[src/rtl/iq_averager_if.sv]
// Sample/strobe inputs and result/debug outputs of one I or Q averaging lane.
interface iq_averager_if #(
  parameter int AMP_W = 16,
  parameter int ACC_W = 24,
  parameter int CNT_W = 10
);
  logic signed [AMP_W-1:0] amplitude;
  logic                    load_val;
  logic                    msf_carrier_pulse;
  logic                    one_sec_marker;
  logic [CNT_W-1:0]        number_msf_periods;
  logic signed [AMP_W-1:0] average;
  logic                    valid;
  logic signed [ACC_W-1:0] accumulator;
  logic [CNT_W-1:0]        counter;

  modport master (
    output amplitude, load_val, msf_carrier_pulse, one_sec_marker, number_msf_periods,
    input  average, valid, accumulator, counter
  );

  modport slave (
    input  amplitude, load_val, msf_carrier_pulse, one_sec_marker, number_msf_periods,
    output average, valid, accumulator, counter
  );
endinterface

[src/rtl/iq_averager.sv]
// Windowed mean of a signed amplitude stream over N MSF carrier periods, sequential divide.
// Optional macro AVG_SATURATE_EN: saturating, sticky accumulator that forces a clipped average.
module iq_averager #(
  parameter int AMP_W = 16,
  parameter int ACC_W = 24,
  parameter int CNT_W = 10
) (
  input logic          clk,
  input logic          rst,
  iq_averager_if.slave bus
);
  localparam int STEP_W = $clog2(ACC_W);
  localparam logic [STEP_W-1:0] LAST_STEP = STEP_W'(ACC_W - 1);
  localparam logic signed [AMP_W-1:0] AVG_MAX = {1'b0, {(AMP_W-1){1'b1}}};
  localparam logic signed [AMP_W-1:0] AVG_MIN = {1'b1, {(AMP_W-1){1'b0}}};
  localparam logic [ACC_W-1:0] POS_LIM = {{(ACC_W-AMP_W+1){1'b0}}, {(AMP_W-1){1'b1}}};
  localparam logic [ACC_W-1:0] NEG_LIM = {{(ACC_W-AMP_W){1'b0}}, 1'b1, {(AMP_W-1){1'b0}}};

  typedef enum logic [1:0] {S_IDLE, S_DIV, S_FIX, S_OUT} div_state_t;

  div_state_t state_reg, state_next;
  logic signed [ACC_W-1:0] acc_reg, acc_add, amp_ext;
  logic [CNT_W-1:0]        cnt_reg, samp_reg, samp_add;
  logic [CNT_W:0]          cnt_plus1, n_eff;
  logic                    window_end, div_start, div_done;
  logic [ACC_W-1:0]        mag_reg, div_mag;
  logic [CNT_W-1:0]        rem_reg, dvsr_reg, rem_next;
  logic [CNT_W:0]          rem_shift;
  logic                    q_bit, neg_reg, zero_reg, valid_reg;
  logic [STEP_W-1:0]       step_reg;
  logic signed [AMP_W-1:0] res_reg, res_calc, avg_reg;

  assign amp_ext = {{(ACC_W-AMP_W){bus.amplitude[AMP_W-1]}}, bus.amplitude};

`ifdef AVG_SATURATE_EN
  localparam logic signed [ACC_W-1:0] ACC_MAX = {1'b0, {(ACC_W-1){1'b1}}};
  localparam logic signed [ACC_W-1:0] ACC_MIN = {1'b1, {(ACC_W-1){1'b0}}};
  logic signed [ACC_W:0] acc_wide;
  logic sat_reg, sat_neg_reg, sat_hit, sat_now, sat_neg_now, sat_lat_reg, sat_neg_lat_reg;

  // Once saturated the accumulator freezes at the extreme until the window is cleared.
  always_comb begin
    acc_wide    = {acc_reg[ACC_W-1], acc_reg} + {amp_ext[ACC_W-1], amp_ext};
    sat_hit     = bus.load_val && !sat_reg && (acc_wide[ACC_W] != acc_wide[ACC_W-1]);
    acc_add     = acc_reg;
    if (sat_hit)
      acc_add = acc_wide[ACC_W] ? ACC_MIN : ACC_MAX;
    else if (bus.load_val && !sat_reg)
      acc_add = acc_wide[ACC_W-1:0];
    sat_now     = sat_reg | sat_hit;
    sat_neg_now = sat_hit ? acc_wide[ACC_W] : sat_neg_reg;
  end

  always_ff @(posedge clk or negedge rst) begin
    if (!rst) begin
      sat_reg         <= 1'b0;
      sat_neg_reg     <= 1'b0;
      sat_lat_reg     <= 1'b0;
      sat_neg_lat_reg <= 1'b0;
    end else begin
      if (bus.one_sec_marker || window_end) begin
        sat_reg     <= 1'b0;
        sat_neg_reg <= 1'b0;
      end else begin
        sat_reg     <= sat_now;
        sat_neg_reg <= sat_neg_now;
      end
      if (div_start) begin
        sat_lat_reg     <= sat_now;
        sat_neg_lat_reg <= sat_neg_now;
      end
    end
  end
`else
  always_comb begin
    acc_add = acc_reg;
    if (bus.load_val)
      acc_add = acc_reg + amp_ext;
  end
`endif

  always_comb begin
    samp_add = samp_reg;
    if (bus.load_val && (samp_reg != {CNT_W{1'b1}}))
      samp_add = samp_reg + CNT_W'(1);
    cnt_plus1  = {1'b0, cnt_reg} + (CNT_W+1)'(1);
    n_eff      = (bus.number_msf_periods == '0) ? (CNT_W+1)'(1) : {1'b0, bus.number_msf_periods};
    window_end = bus.msf_carrier_pulse && (cnt_plus1 >= n_eff);
    div_mag    = acc_add[ACC_W-1] ? -acc_add : acc_add;
  end

  always_ff @(posedge clk or negedge rst) begin
    if (!rst) begin
      acc_reg  <= '0;
      cnt_reg  <= '0;
      samp_reg <= '0;
    end else if (bus.one_sec_marker || window_end) begin
      acc_reg  <= '0;
      cnt_reg  <= '0;
      samp_reg <= '0;
    end else begin
      acc_reg  <= acc_add;
      samp_reg <= samp_add;
      if (bus.msf_carrier_pulse)
        cnt_reg <= cnt_plus1[CNT_W-1:0];
    end
  end

  always_ff @(posedge clk or negedge rst) begin
    if (!rst)
      state_reg <= S_IDLE;
    else
      state_reg <= state_next;
  end

  // A window ending outside S_IDLE is ignored: the running divide owns the result.
  always_comb begin
    state_next = state_reg;
    div_start  = 1'b0;
    div_done   = 1'b0;
    case (state_reg)
      S_IDLE: if (window_end) begin
        state_next = S_DIV;
        div_start  = 1'b1;
      end
      S_DIV:  if (step_reg == LAST_STEP) state_next = S_FIX;
      S_FIX:  state_next = S_OUT;
      S_OUT: begin
        state_next = S_IDLE;
        div_done   = 1'b1;
      end
      default: state_next = S_IDLE;
    endcase
    if (bus.one_sec_marker) begin
      state_next = S_IDLE;
      div_start  = 1'b0;
      div_done   = 1'b0;
    end
  end

  // Restoring step: remainder never exceeds the divisor, so CNT_W bits hold it.
  always_comb begin
    rem_shift = {rem_reg, mag_reg[ACC_W-1]};
    q_bit     = (rem_shift >= {1'b0, dvsr_reg});
    rem_next  = q_bit ? CNT_W'(rem_shift - {1'b0, dvsr_reg}) : rem_shift[CNT_W-1:0];
  end

  always_comb begin
    res_calc = '0;
    if (zero_reg)
      res_calc = '0;
    else if (!neg_reg)
      res_calc = (mag_reg > POS_LIM) ? AVG_MAX : mag_reg[AMP_W-1:0];
    else
      res_calc = (mag_reg > NEG_LIM) ? AVG_MIN : -mag_reg[AMP_W-1:0];
`ifdef AVG_SATURATE_EN
    if (sat_lat_reg)
      res_calc = sat_neg_lat_reg ? AVG_MIN : AVG_MAX;
`endif
  end

  always_ff @(posedge clk or negedge rst) begin
    if (!rst) begin
      mag_reg   <= '0;
      rem_reg   <= '0;
      dvsr_reg  <= '0;
      neg_reg   <= 1'b0;
      zero_reg  <= 1'b0;
      step_reg  <= '0;
      res_reg   <= '0;
      avg_reg   <= '0;
      valid_reg <= 1'b0;
    end else begin
      valid_reg <= div_done;
      if (div_start) begin
        mag_reg  <= div_mag;
        rem_reg  <= '0;
        dvsr_reg <= samp_add;
        neg_reg  <= acc_add[ACC_W-1];
        zero_reg <= (samp_add == '0);
        step_reg <= '0;
      end else if (state_reg == S_DIV) begin
        rem_reg  <= rem_next;
        mag_reg  <= {mag_reg[ACC_W-2:0], q_bit};
        step_reg <= step_reg + STEP_W'(1);
      end
      if (state_reg == S_FIX)
        res_reg <= res_calc;
      if (div_done)
        avg_reg <= res_reg;
    end
  end

  assign bus.average     = avg_reg;
  assign bus.valid       = valid_reg;
  assign bus.accumulator = acc_reg;
  assign bus.counter     = cnt_reg;
endmodule

[src/flat_wrapper.sv]
// flat-port wrapper written by rule: the top's interface ports become plain ports
module iq_averager_flat 
#(
  parameter int AMP_W = 16,
  parameter int ACC_W = 24,
  parameter int CNT_W = 10
)
  (clk, rst, bus_amplitude, bus_load_val, bus_msf_carrier_pulse, bus_one_sec_marker, bus_number_msf_periods, bus_average, bus_valid, bus_accumulator, bus_counter);
  iq_averager_if #(.AMP_W(AMP_W), .ACC_W(ACC_W), .CNT_W(CNT_W)) bus_i ();
  input logic clk;
  input logic rst;
  input wire logic [$bits(bus_i.amplitude)-1:0] bus_amplitude;
  input wire logic [$bits(bus_i.load_val)-1:0] bus_load_val;
  input wire logic [$bits(bus_i.msf_carrier_pulse)-1:0] bus_msf_carrier_pulse;
  input wire logic [$bits(bus_i.one_sec_marker)-1:0] bus_one_sec_marker;
  input wire logic [$bits(bus_i.number_msf_periods)-1:0] bus_number_msf_periods;
  output wire logic [$bits(bus_i.average)-1:0] bus_average;
  output wire logic [$bits(bus_i.valid)-1:0] bus_valid;
  output wire logic [$bits(bus_i.accumulator)-1:0] bus_accumulator;
  output wire logic [$bits(bus_i.counter)-1:0] bus_counter;
  assign bus_i.amplitude = bus_amplitude;
  assign bus_i.load_val = bus_load_val;
  assign bus_i.msf_carrier_pulse = bus_msf_carrier_pulse;
  assign bus_i.one_sec_marker = bus_one_sec_marker;
  assign bus_i.number_msf_periods = bus_number_msf_periods;
  assign bus_average = bus_i.average;
  assign bus_valid = bus_i.valid;
  assign bus_accumulator = bus_i.accumulator;
  assign bus_counter = bus_i.counter;
  iq_averager #(.AMP_W(AMP_W), .ACC_W(ACC_W), .CNT_W(CNT_W)) u_core (.clk(clk), .rst(rst), .bus(bus_i));
endmodule
[config.mk]
export PLATFORM = sky130hd
export DESIGN_NAME = iq_averager_flat
export DESIGN_NICKNAME = d
export VERILOG_FILES = /design/src/rtl/iq_averager_if.sv /design/src/rtl/iq_averager.sv /design/src/flat_wrapper.sv
export SDC_FILE = /design/constraint.sdc
export NUM_CORES = 1
export LEC_CHECK = 0
export CELL_PAD_IN_SITES_DETAIL_PLACEMENT = 1
export CELL_PAD_IN_SITES_GLOBAL_PLACEMENT = 1
export CORE_ASPECT_RATIO = 0.6
export CORE_MARGIN = 3
export CORE_UTILIZATION = 38
export CTS_BUF_LIST = sky130_fd_sc_hd__clkbuf_8
export CTS_CLUSTER_SIZE = 30
export DETAILED_ROUTE_END_ITERATION = 6
export PLACE_DENSITY = 0.76
export SYNTH_ARGS = -nofsm -noshare
export SYNTH_HDL_FRONTEND = slang
export SYNTH_SLANG_ARGS = --single-unit
[constraint.sdc]
create_clock -name clk -period 4.6 [get_ports clk]
set_clock_uncertainty 0.2 [all_clocks]
set_input_delay 0.92 -clock clk [delete_from_list [all_inputs] [get_ports clk]]
set_output_delay 0.92 -clock clk [all_outputs]
set_load 0.01 [all_outputs]
Yosys cells after proc, flatten, opt, wreduce, memory -nomap -nowiden

Index checks and enable logic that the tools add are counted.
Widths: inputs -> output; s select.

Register bits after elaboration: 130
Input port bits: 31
Output and inout bits: 51
Word-level logic and storage cells: 68

Add/subtract/negate cells: 7
Order comparisons: 4
Eq/ne operators: 7
Multiplexer cells: 28
Reductions and logical operators: 9

Operator list:

| kind                  | count |
|---|---|
| $mux 24               | 5 |
| $mux 10               | 8 |
| $mux 16               | 4 |
| $add 24x16->24        | 1 |
| $gt 24x15->1 const B  | 1 |
| $gt 24x16->1 const B  | 1 |
| $neg 24->24           | 1 |
| $logic_not 10->1      | 2 |
| $neg 16->16           | 1 |
| $add 10x1->11 const B | 1 |
| $ge 11x10->1          | 1 |
| $ge 11x11->1          | 1 |
| $add 10x1->10 const B | 1 |
| $mux 5                | 2 |
| $ne 10x10->1 const B  | 1 |
| $sub 10x10->10        | 1 |
| $pmux 2 s4            | 1 |
| $mux 2                | 3 |
| $ne 3x2->1 const B    | 2 |
| $add 5x1->5 const B   | 1 |
| $eq 5x5->1 const B    | 1 |
| $mux 1                | 5 |
| $eq 2x2->1 const B    | 2 |
| $reduce_bool 2->1     | 2 |
| other kinds (5)       | 6 |

Logic depth before layout (Yosys ltp)

Gate-level depths: netlist (run 1).

Depth after elaboration: 8
Depth in mapped cells: 17
Depth with buffers taken out: 15

Worst setup path after synthesis (run 1)

OpenSTA, ideal clock, no wires.

Path kind: input port to flip-flop
Start point: input bus_amplitude[8]
End point: register u_core.mag_reg[2]
Setup time: 0.120 ns
Arrival time: 3.634 ns
Data required time: 4.280 ns
Path slack: 0.646 ns
Cell stages on the path: 14
Path buffers: 3
Cell sequence: ha_1 > buf_2 > a21oi_1 > o21ai_1 > a221o_1 > a31oi_1 > o211ai_1 > a21oi_1 > nor3b_2 > xnor2_1 > buf_2 > buf_2 > o21ai_0 > a31o_2

Word-level cells in the longest chain between the ends: 4

RTL lines:

| item                 | RTL line           | text |
|---|---|---|
| from (decl)          | flat_wrapper.sv:12 | `input wire logic [$bits(bus_i.amplitude)-1:0] bus_amplitude;` |
| $add 24x16->24       | iq_averager.sv:78  | `acc_add = acc_reg + amp_ext;` |
| $mux 24              | iq_averager.sv:77  | `if (bus.load_val)` |
| $mux 24              | iq_averager.sv:89  | `div_mag = acc_add[ACC_W-1] ? -acc_add : acc_add;` |
| $mux 24              | iq_averager.sv:175 | `if (div_start) begin` |
| to (signal assigned) | iq_averager.sv:176 | `mag_reg <= div_mag;` |
| to (signal assigned) | iq_averager.sv:184 | `mag_reg <= {mag_reg[ACC_W-2:0], q_bit};` |
| to (decl)            | iq_averager.sv:26  | `logic [ACC_W-1:0] mag_reg, div_mag;` |

Every way passes these cells.
A chain may end at the register's enable or synchronous reset.

Worst setup path in the final report (run 1)

Start point: input bus_amplitude[0]
End point: register u_core.mag_reg[22]

Word-level cells in the longest chain between the ends: 5

RTL lines:

| item               | RTL line |
|---|---|
| $add 24x16->24 (*) | iq_averager.sv:78 |
| $mux 24 (*)        | iq_averager.sv:77 |
| $neg 24->24        | iq_averager.sv:89 |
| $mux 24 (*)        | iq_averager.sv:89 |
| $mux 24 (*)        | iq_averager.sv:175 |

Every way passes the cells marked *; elsewhere a longest branch is shown, timed or not.

==> reports/qor.txt, run 1 <==
======================================================================================================
Hold-critical path depth                                                                             2
Shortest period the worst path allows                                                          4.35 ns
Count of final setup violators                                                                       0
Synth-to-layout area growth                                                                      23.0%
Number of inserted filler cells in the final layout                                               2656
Detailed-route vias per instance                                                                  5.65
Required @ worst endpoint                                                                      4.75 ns
Startpoint kind of the worst setup timing path                                               input pin
Number of library cell types mapped by synthesis                                                    72
Starting density of the core                                                                     0.397
Setup slack after layout                                                                      0.249 ns
Number of flops mapped to enable cells by yosys                                                      0
Max Transition Viols Final                                                                           0
Gr busiest metal                                                                                  met1
Peak supply drop                                                                              0.189 mV
I/O pins                                                                                            82
Fraction of the cycle the final worst path needs                                                 0.946
Std-Cell Rows                                                                                       42
Post-Synthesis Cells                                                                              1027
Die X                                                                                           204 um
Total of hold buffers inserted after clock tree synthesis                                            0
# resized after CTS                                                                                  0
Share of synthesized registers carrying an async set or reset                                     1.00
Part of the Yosys area used for sequential elements                                              0.363
Power per cell area                                                                        379 mW/mm^2
Worst rel slew slack                                                                             0.386
Die ar.                                                                                    0.0255 mm^2
Unrepaired setup endpoints after global routing                                                     no
Total area of multi-input combinational cells                                             0.00529 mm^2
Number of global-route vias before repair                                                         8333
Clock network latency to the later pin of the worst-skew pair                                  0.46 ns
Proportion of layout cells with a drive suffix above 1                                           0.138
First-pass GRT wire length                                                                     45.4 mm
Vias after detailed routing                                                                       8267
Buffers inserted by post-CTS timing repair                                                           0
Status                                                                                    finished clean
Critical path arrival                                                                          4.50 ns
Layout Nets                                                                                       1228
Final-layout worst hold slack                                                                 0.282 ns
Achievable Freq                                                                              0.230 GHz
Num CTS Buffers                                                                                     17
Number of cells in the finished layout apart from fillers                                         1463
Post-Place Cells                                                                                  1431
DRC violation total after the first TritonRoute iteration                                          565
Initial antenna violation count                                                                      0
CTS HTree Levels                                                                                     4
Routed WL per cell                                                                             18.8 um
Pin count of the biggest net entering global routing                                                96
Synthesized area per cell                                                                    8.73 um^2
Met3 track demand over resource                                                                 0.0369
Syn nets                                                                                          1113
Remaining antenna violation count                                                                    0
Area of the core                                                                           0.0226 mm^2
Routed wire length                                                                             27.5 mm
TritonCTS Sinks                                                                                    130
Buffers from clock root to sink, at most                                                             2
GRT met1 Usage                                                                                   0.342
Worst reg2reg path depth                                                                            12
Hold wc startpoint                                                                        u_core.dvsr_reg[8]$_DFFE_PN0P_
Worst slack at placement                                                                     -0.197 ns
Number of antenna repair diodes                                                                      0
Crit path max fanout                                                                                 6
Startpoint of the most critical setup path                                                bus_amplitude[0]
Leak pwr                                                                                       4.64 nW
Clock transition at the register clock pins on the worst setup and hold paths after CTS        0.07 ns
R2R Path End                                                                              u_core.res_reg[13]$_DFFE_PN0N_
Met2 layer usage reported by global route                                                        0.316
Detailed-route DRC error count                                                                       0
Post-route core utilization                                                                      0.488
Ys flop type                                                                                   dfrtp_1
Total routing resource utilization after global routing                                          0.218
Class of the worst hold path                                                                   reg2reg
Master cell of the clock root buffer                                                          clkbuf_8
Routability congestion estimate                                                                  0.879
Die Ht                                                                                          125 um
Post-synthesis cell area                                                                  0.00896 mm^2
Clock tree from TritonCTS                                                                          yes
DPL Wire Length                                                                                20.8 mm
PortBufs                                                                                            81
Reg2Reg Launch Point                                                                      u_core.mag_reg[1]$_DFFE_PN0P_
Hold Violations, Final                                                                               0
Category of the critical setup timing path                                                      in2reg
Worst reg-to-reg setup slack                                                                   0.47 ns
Synthesis-stage register bit count                                                                 130
Sequential standard cell area                                                             0.00325 mm^2
TritonRoute pass-1 iters                                                                             5
GRT Residual Overflow                                                                                0
Yosys warning total                                                                                  0
CP endpoint kind                                                                                  flop
Measured slew at the worst slew-check pin                                                     0.921 ns
Worst hold endpoint                                                                       u_core.dvsr_reg[8]$_DFFE_PN0P_
Max-capacitance violation count                                                                      0
======================================================================================================
## metal layers
layer | vias up | share of wire
met5 | - | 0
li1 | 3962 | -
met1 | 4132 | 0.53
met3 | 23 | 0.039
met2 | 150 | 0.42
met4 | 0 | 0.0080
## cells in the final DEF, fill, tap and decap left out, types with 19 or more instances in the layout
cell type,instances
o21ai_0,71
clkdlybuf4s50_1,80
or3_1,22
nor3_1,33
nand2_1,71
mux2i_1,38
a21oi_1,37
inv_1,59
nor2_1,114
mux2_2,21
dfrtp_1,130
ha_1,52
clkbuf_8,19
nand3_1,27
a211oi_1,29
buf_4,67
## logic make-up (layout without fill, tap and decap cells)
logic type      count (synthesis)  count (layout)  share of synthesized area
simple gates                  367             367                      0.207
compound gates                264             264                      0.198
flops                         130             130                      0.363
buf+inv                       115             243                     0.0491
mux                            59              59                     0.0688
fa+ha+maj                      55              55                     0.0784
xor+xnor                       37              37                     0.0362
## critical path: stages
cell,delay (ns)
clkdlybuf4s50_1,0.46
ha_1,0.17
inv_1,0.06
fa_1,0.39
nor2b_1,0.17
o31ai_1,0.10
buf_4,0.17
a211oi_1,0.38
nor2_1,0.18
o311a_1,0.34
nand4_1,0.18
nor3_1,0.10
buf_4,0.15
and3_1,0.18
or3_1,0.30
a31o_2,0.24
## report_power, final
group | total [mW] | internal, mW | switching, mW
Clock | 1.16 | 0.674 | 0.489
Sequential | 1.53 | 1.31 | 0.213
Combinational | 1.49 | 0.691 | 0.798
Total | 4.18 | 2.68 | 1.50
## cell usage after synthesis (4+ instances only)
master / number / area share
dfrtp_1: 130 / 0.36
a21o_1: 14 / 0.012
nor2b_1: 8 / 0.0056
nand2_1: 71 / 0.030
o31ai_1: 9 / 0.0075
xnor2_1: 19 / 0.019
a31oi_1: 13 / 0.0091
buf_2: 4 / 0.0022
and3_1: 18 / 0.013
buf_1: 5 / 0.0021
a21boi_0: 7 / 0.0059
a31o_1: 4 / 0.0039
or3_1: 22 / 0.015
o2111ai_1: 4 / 0.0039
a211oi_1: 29 / 0.024
nor2_1: 114 / 0.048
or3_4: 6 / 0.0075
nor3b_1: 12 / 0.010
clkbuf_1: 47 / 0.020
o311a_1: 4 / 0.0045
o22ai_1: 13 / 0.0091
ha_1: 53 / 0.074
o21ai_0: 71 / 0.040
nand4_1: 16 / 0.011
or2_2: 4 / 0.0028
o211ai_1: 5 / 0.0042
inv_1: 58 / 0.024
nand2b_1: 14 / 0.0098
and4_1: 4 / 0.0039
xor2_1: 18 / 0.018
nor4_1: 4 / 0.0028
nand3_1: 27 / 0.015
mux2i_1: 38 / 0.042
nor3_1: 33 / 0.018
a21oi_1: 37 / 0.021
a31o_2: 14 / 0.014
mux2_2: 21 / 0.026
## how the worst max path moves through the flow
| stage | slack (ns) | to |
|---|---|---|
| floorplan | 0.65 | u_core.mag_reg[2]$_DFFE_PN0P_ |
| global placement | -0.08 | u_core.mag_reg[22]$_DFFE_PN0P_ |
| detailed placement | -0.20 | u_core.mag_reg[19]$_DFFE_PN0P_ |
| CTS | 0.24 | u_core.mag_reg[22]$_DFFE_PN0P_ |
| global route | 0.01 | u_core.mag_reg[20]$_DFFE_PN0P_ |
| finish | 0.25 | u_core.mag_reg[22]$_DFFE_PN0P_ |
## area by class of cell
class | count | area share
multi-input cells | 782 | 0.479
flip-flops and latches | 130 | 0.295
repair buffers | 153 | 0.128
well taps | 308 | 0.0350
clock buffers | 19 | 0.0237
inverters | 58 | 0.0197
clock inverters | 13 | 0.0188
## metrics by stage
stage,power (mW),cell area [um^2],setup TNS [ns]
floorplan,2.43,8960,0
global placement,2.95,10600,-0.229
detailed placement,3.01,10600,-0.858
CTS,4.19,11000,0
global route,4.45,11000,0
finish,4.18,11000,0
Note: power is estimated with default switching activity, not from simulation.
==> inputs of run 2 (changes only) <==
--- a/config.mk
+++ b/config.mk
@@ -10,10 +10,9 @@
 export CORE_ASPECT_RATIO = 0.6
 export CORE_MARGIN = 3
 export CORE_UTILIZATION = 38
-export CTS_BUF_LIST = sky130_fd_sc_hd__clkbuf_8
 export CTS_CLUSTER_SIZE = 30
 export DETAILED_ROUTE_END_ITERATION = 6
-export PLACE_DENSITY = 0.76
+export PLACE_DENSITY = 0.79
 export SYNTH_ARGS = -nofsm -noshare
 export SYNTH_HDL_FRONTEND = slang
 export SYNTH_SLANG_ARGS = --single-unit
==> reports/qor.txt, run 2 (same netlist as run 1, synthesis figures left out) <==
======================================================================================================
Delay contributed by the slowest stage of the critical path                                    0.48 ns   was 0.46 ns
Crit path max fanout                                                                                19   was 6
Clock transition at the register clock pins on the worst setup and hold paths after CTS        0.06 ns   was 0.07 ns
Final instance area                                                                        0.0112 mm^2   was 0.0110 mm^2
Worst slack at placement                                                                     -0.211 ns   was -0.197 ns
Max-capacitance violation count                                                                      0   unchanged
Routed WL per cell                                                                             19.2 um   was 18.8 um
Starting density of the core                                                                     0.397   unchanged
Master cell of the clock root buffer                                                         clkbuf_16   was clkbuf_8
Switching share of power                                                                         0.364   was 0.359
Kind of cell adding the most delay to the critical path                                   simple AND/OR/NAND/NOR gates   unchanged
CP cell instances                                                                         clkdlybuf4s50_1, nor4_1, a41o_1, ha_1, nand2b_1, a21o_1, a21o_1, a211oi_1, o311a_1, nand2b_1, or3b_2, buf_4, nand2_1, o21ai_0   was clkdlybuf4s50_1, ha_1, inv_1, fa_1, nor2b_1, o31ai_1, buf_4, a211oi_1, nor2_1, o311a_1, nand4_1, nor3_1, buf_4, and3_1, or3_1, a31o_2
Fraction of power consumed by combinational cells                                                0.350   was 0.356
Total of hold buffers inserted after clock tree synthesis                                            0   unchanged
Power per cell area                                                                        389 mW/mm^2   was 379 mW/mm^2
Layout Nets                                                                                       1236   was 1228
Hold wc startpoint                                                                        u_core.dvsr_reg[5]$_DFFE_PN0P_   was u_core.dvsr_reg[8]$_DFFE_PN0P_
I/O pins                                                                                            82   unchanged
Vias after detailed routing                                                                       8445   was 8267
Class of the worst hold path                                                                   reg2reg   unchanged
Required @ worst endpoint                                                                      4.72 ns   was 4.75 ns
Detailed-route DRC error count                                                                       0   unchanged
Worst rel slew slack                                                                             0.404   was 0.386
Share of total power in the clock network                                                        0.298   was 0.278
Die X                                                                                           204 um   unchanged
CP endpoint kind                                                                                  flop   unchanged
Post-layout power                                                                              4.34 mW   was 4.18 mW
Setup slack after layout                                                                      0.211 ns   was 0.249 ns
Shortest period the worst path allows                                                          4.39 ns   was 4.35 ns
Std-Cell Rows                                                                                       42   unchanged
Total routing resource utilization after global routing                                          0.225   was 0.218
DPL Wire Length                                                                                20.9 mm   was 20.8 mm
PortBufs                                                                                            81   unchanged
Detailed-route vias per instance                                                                  5.74   was 5.65
Top library cells by usage in the layout, fill and taps aside                             dfrtp_1, nor2_1, clkdlybuf4s50_1   unchanged
Synth-to-layout area growth                                                                      24.5%   was 23.0%
Max Transition Viols Final                                                                           0   unchanged
Area of the core                                                                           0.0226 mm^2   unchanged
Post-route core utilization                                                                      0.494   was 0.488
Measured slew at the worst slew-check pin                                                     0.894 ns   was 0.921 ns
Fraction of the cycle the final worst path needs                                                 0.954   was 0.946
Routability congestion estimate                                                                  0.861   was 0.879
Leak pwr                                                                                       4.70 nW   was 4.64 nW
Pin count of the biggest net entering global routing                                                93   was 96
Die ar.                                                                                    0.0255 mm^2   unchanged
Num CTS Buffers                                                                                     17   unchanged
CTS HTree Levels                                                                                     4   unchanged
Die Ht                                                                                          125 um   unchanged
Remaining antenna violation count                                                                    0   unchanged
Number of antenna repair diodes                                                                      0   unchanged
Category of the critical setup timing path                                                      in2reg   unchanged
First-pass GRT wire length                                                                     47.2 mm   was 45.4 mm
Hold Violations, Final                                                                               0   unchanged
GRT Residual Overflow                                                                                0   unchanged
Number of inserted filler cells in the final layout                                               2662   was 2656
Critical path arrival                                                                          4.51 ns   was 4.50 ns
Most frequent standard cell in the layout excluding fill and tap cells                         dfrtp_1   unchanged
Routed wire length                                                                             28.2 mm   was 27.5 mm
Proportion of layout cells with a drive suffix above 1                                           0.145   was 0.138
Peak supply drop                                                                              0.264 mV   was 0.189 mV
Startpoint kind of the worst setup timing path                                               input pin   unchanged
Reg2Reg Launch Point                                                                      u_core.mag_reg[1]$_DFFE_PN0P_   unchanged
Status                                                                                    finished clean   unchanged
Buf+Inv Stages, Crit Path                                                                            2   was 4
Count of final setup violators                                                                       0   unchanged
Int Pwr                                                                                        2.76 mW   was 2.68 mW
Number of global-route vias before repair                                                         8762   was 8333
Sw power                                                                                       1.58 mW   was 1.50 mW
Crit-path slowest cell                                                                          nor4_1   was clkdlybuf4s50_1
Unrepaired setup endpoints after global routing                                                     no   unchanged
Initial antenna violation count                                                                      0   unchanged
TritonRoute pass-1 iters                                                                             6   was 5
DRC violation total after the first TritonRoute iteration                                          584   was 565
Achievable Freq                                                                              0.228 GHz   was 0.230 GHz
Clock tree from TritonCTS                                                                          yes   unchanged
Buffers from clock root to sink, at most                                                             2   unchanged
Clock network latency to the later pin of the worst-skew pair                                  0.42 ns   was 0.46 ns
Sequential Power Share                                                                           0.352   was 0.365
TritonCTS Sinks                                                                                    130   unchanged
Placed inst area                                                                           0.0106 mm^2   about the same
Startpoint of the most critical setup path                                                bus_number_msf_periods[7]   was bus_amplitude[0]
======================================================================================================
## run 2: cell types whose count changed in the layout (fill, tap and decap cells not counted), moves of 2 or more
cell       delta
bufinv_16     -5
clkinv_2      +2
clkbuf_8     -15
clkbuf_16    +17
buf_4        +10
buf_12        -2
## run 2: metrics by stage
| stage | hold WS (ns) | setup TNS [ns] | std cells |
|---|---|---|---|
| final | 0.283 | 0 | 1471 |
| after detailed placement | 0.274 | -3.49 | 1439 |
| after floorplan | 0.250 | 0 | 1027 |
| after global routing | 0.314 | 0 | 1471 |
| after global placement | 0.268 | -0.0926 | 1439 |
| after CTS | 0.292 | 0 | 1471 |
## run 2: routing by layer
| metal | up-vias | wire length [um] | track usage |
|---|---|---|---|
| met5 | - | 0 | 0 |
| met4 | 0 | 290 | 0.0428 |
| met3 | 30 | 1290 | 0.0384 |
| met2 | 170 | 12500 | 0.343 |
| met1 | 4267 | 14100 | 0.338 |
| li1 | 3978 | - | - |
## run 2: final timing paths
check                                                      end  slack, ns  cells after the start
setup / recovery                u_core.dvsr_reg[3]$_DFFE_PN0P_       0.21                     14
hold / removal                  u_core.dvsr_reg[5]$_DFFE_PN0P_       0.28                      2
setup reg to reg                u_core.res_reg[13]$_DFFE_PN0N_       0.47                     12
hold reg to reg                 u_core.dvsr_reg[5]$_DFFE_PN0P_       0.28                      2
max in group asynchronous          u_core.zero_reg$_DFFE_PN0P_       2.92                      2
min in group asynchronous  u_core.bus.accumulator[1]$_DFF_PN0_       0.37                      1
## run 2: worst register-to-register path: cells and delay by family, from the launching register on
kind	cells	cell delay, ns
and+or+nand+nor	7	2.57
adders and majority gates	1	0.18
buffers and inverters	1	0.11
AOI/OAI and AO/OA	3	0.54
DFF	1	0.44
## run 2: area by class of cell
type | instances | area, um^2 | share of cell area
well taps | 308 | 385 | 0.0345
clock inverters | 11 | 80.1 | 0.00718
multi-input cells | 782 | 5290 | 0.474
inverters | 58 | 218 | 0.0195
clock buffers | 21 | 480 | 0.0431
flip-flops and latches | 130 | 3250 | 0.292
repair buffers | 161 | 1450 | 0.130
## run 2: power by group through the flow
stage	Clock [mW]	Sequential [mW]	Combinational, mW
6_report	1.29	1.53	1.52
4_1_cts	1.31	1.52	1.52
5_1_grt	1.38	1.55	1.70
3_5_place_dp	0	1.54	1.49
3_3_place_gp	0	1.53	1.42
2_1_floorplan	0	1.48	0.948
## run 2: repair_timing
action                                  in CTS  in global routing
setup buffers                                0                  0
endpoints found under the hold margin        0                  0
gates resized for setup                      0                  1
endpoints found under the setup margin       0                  4
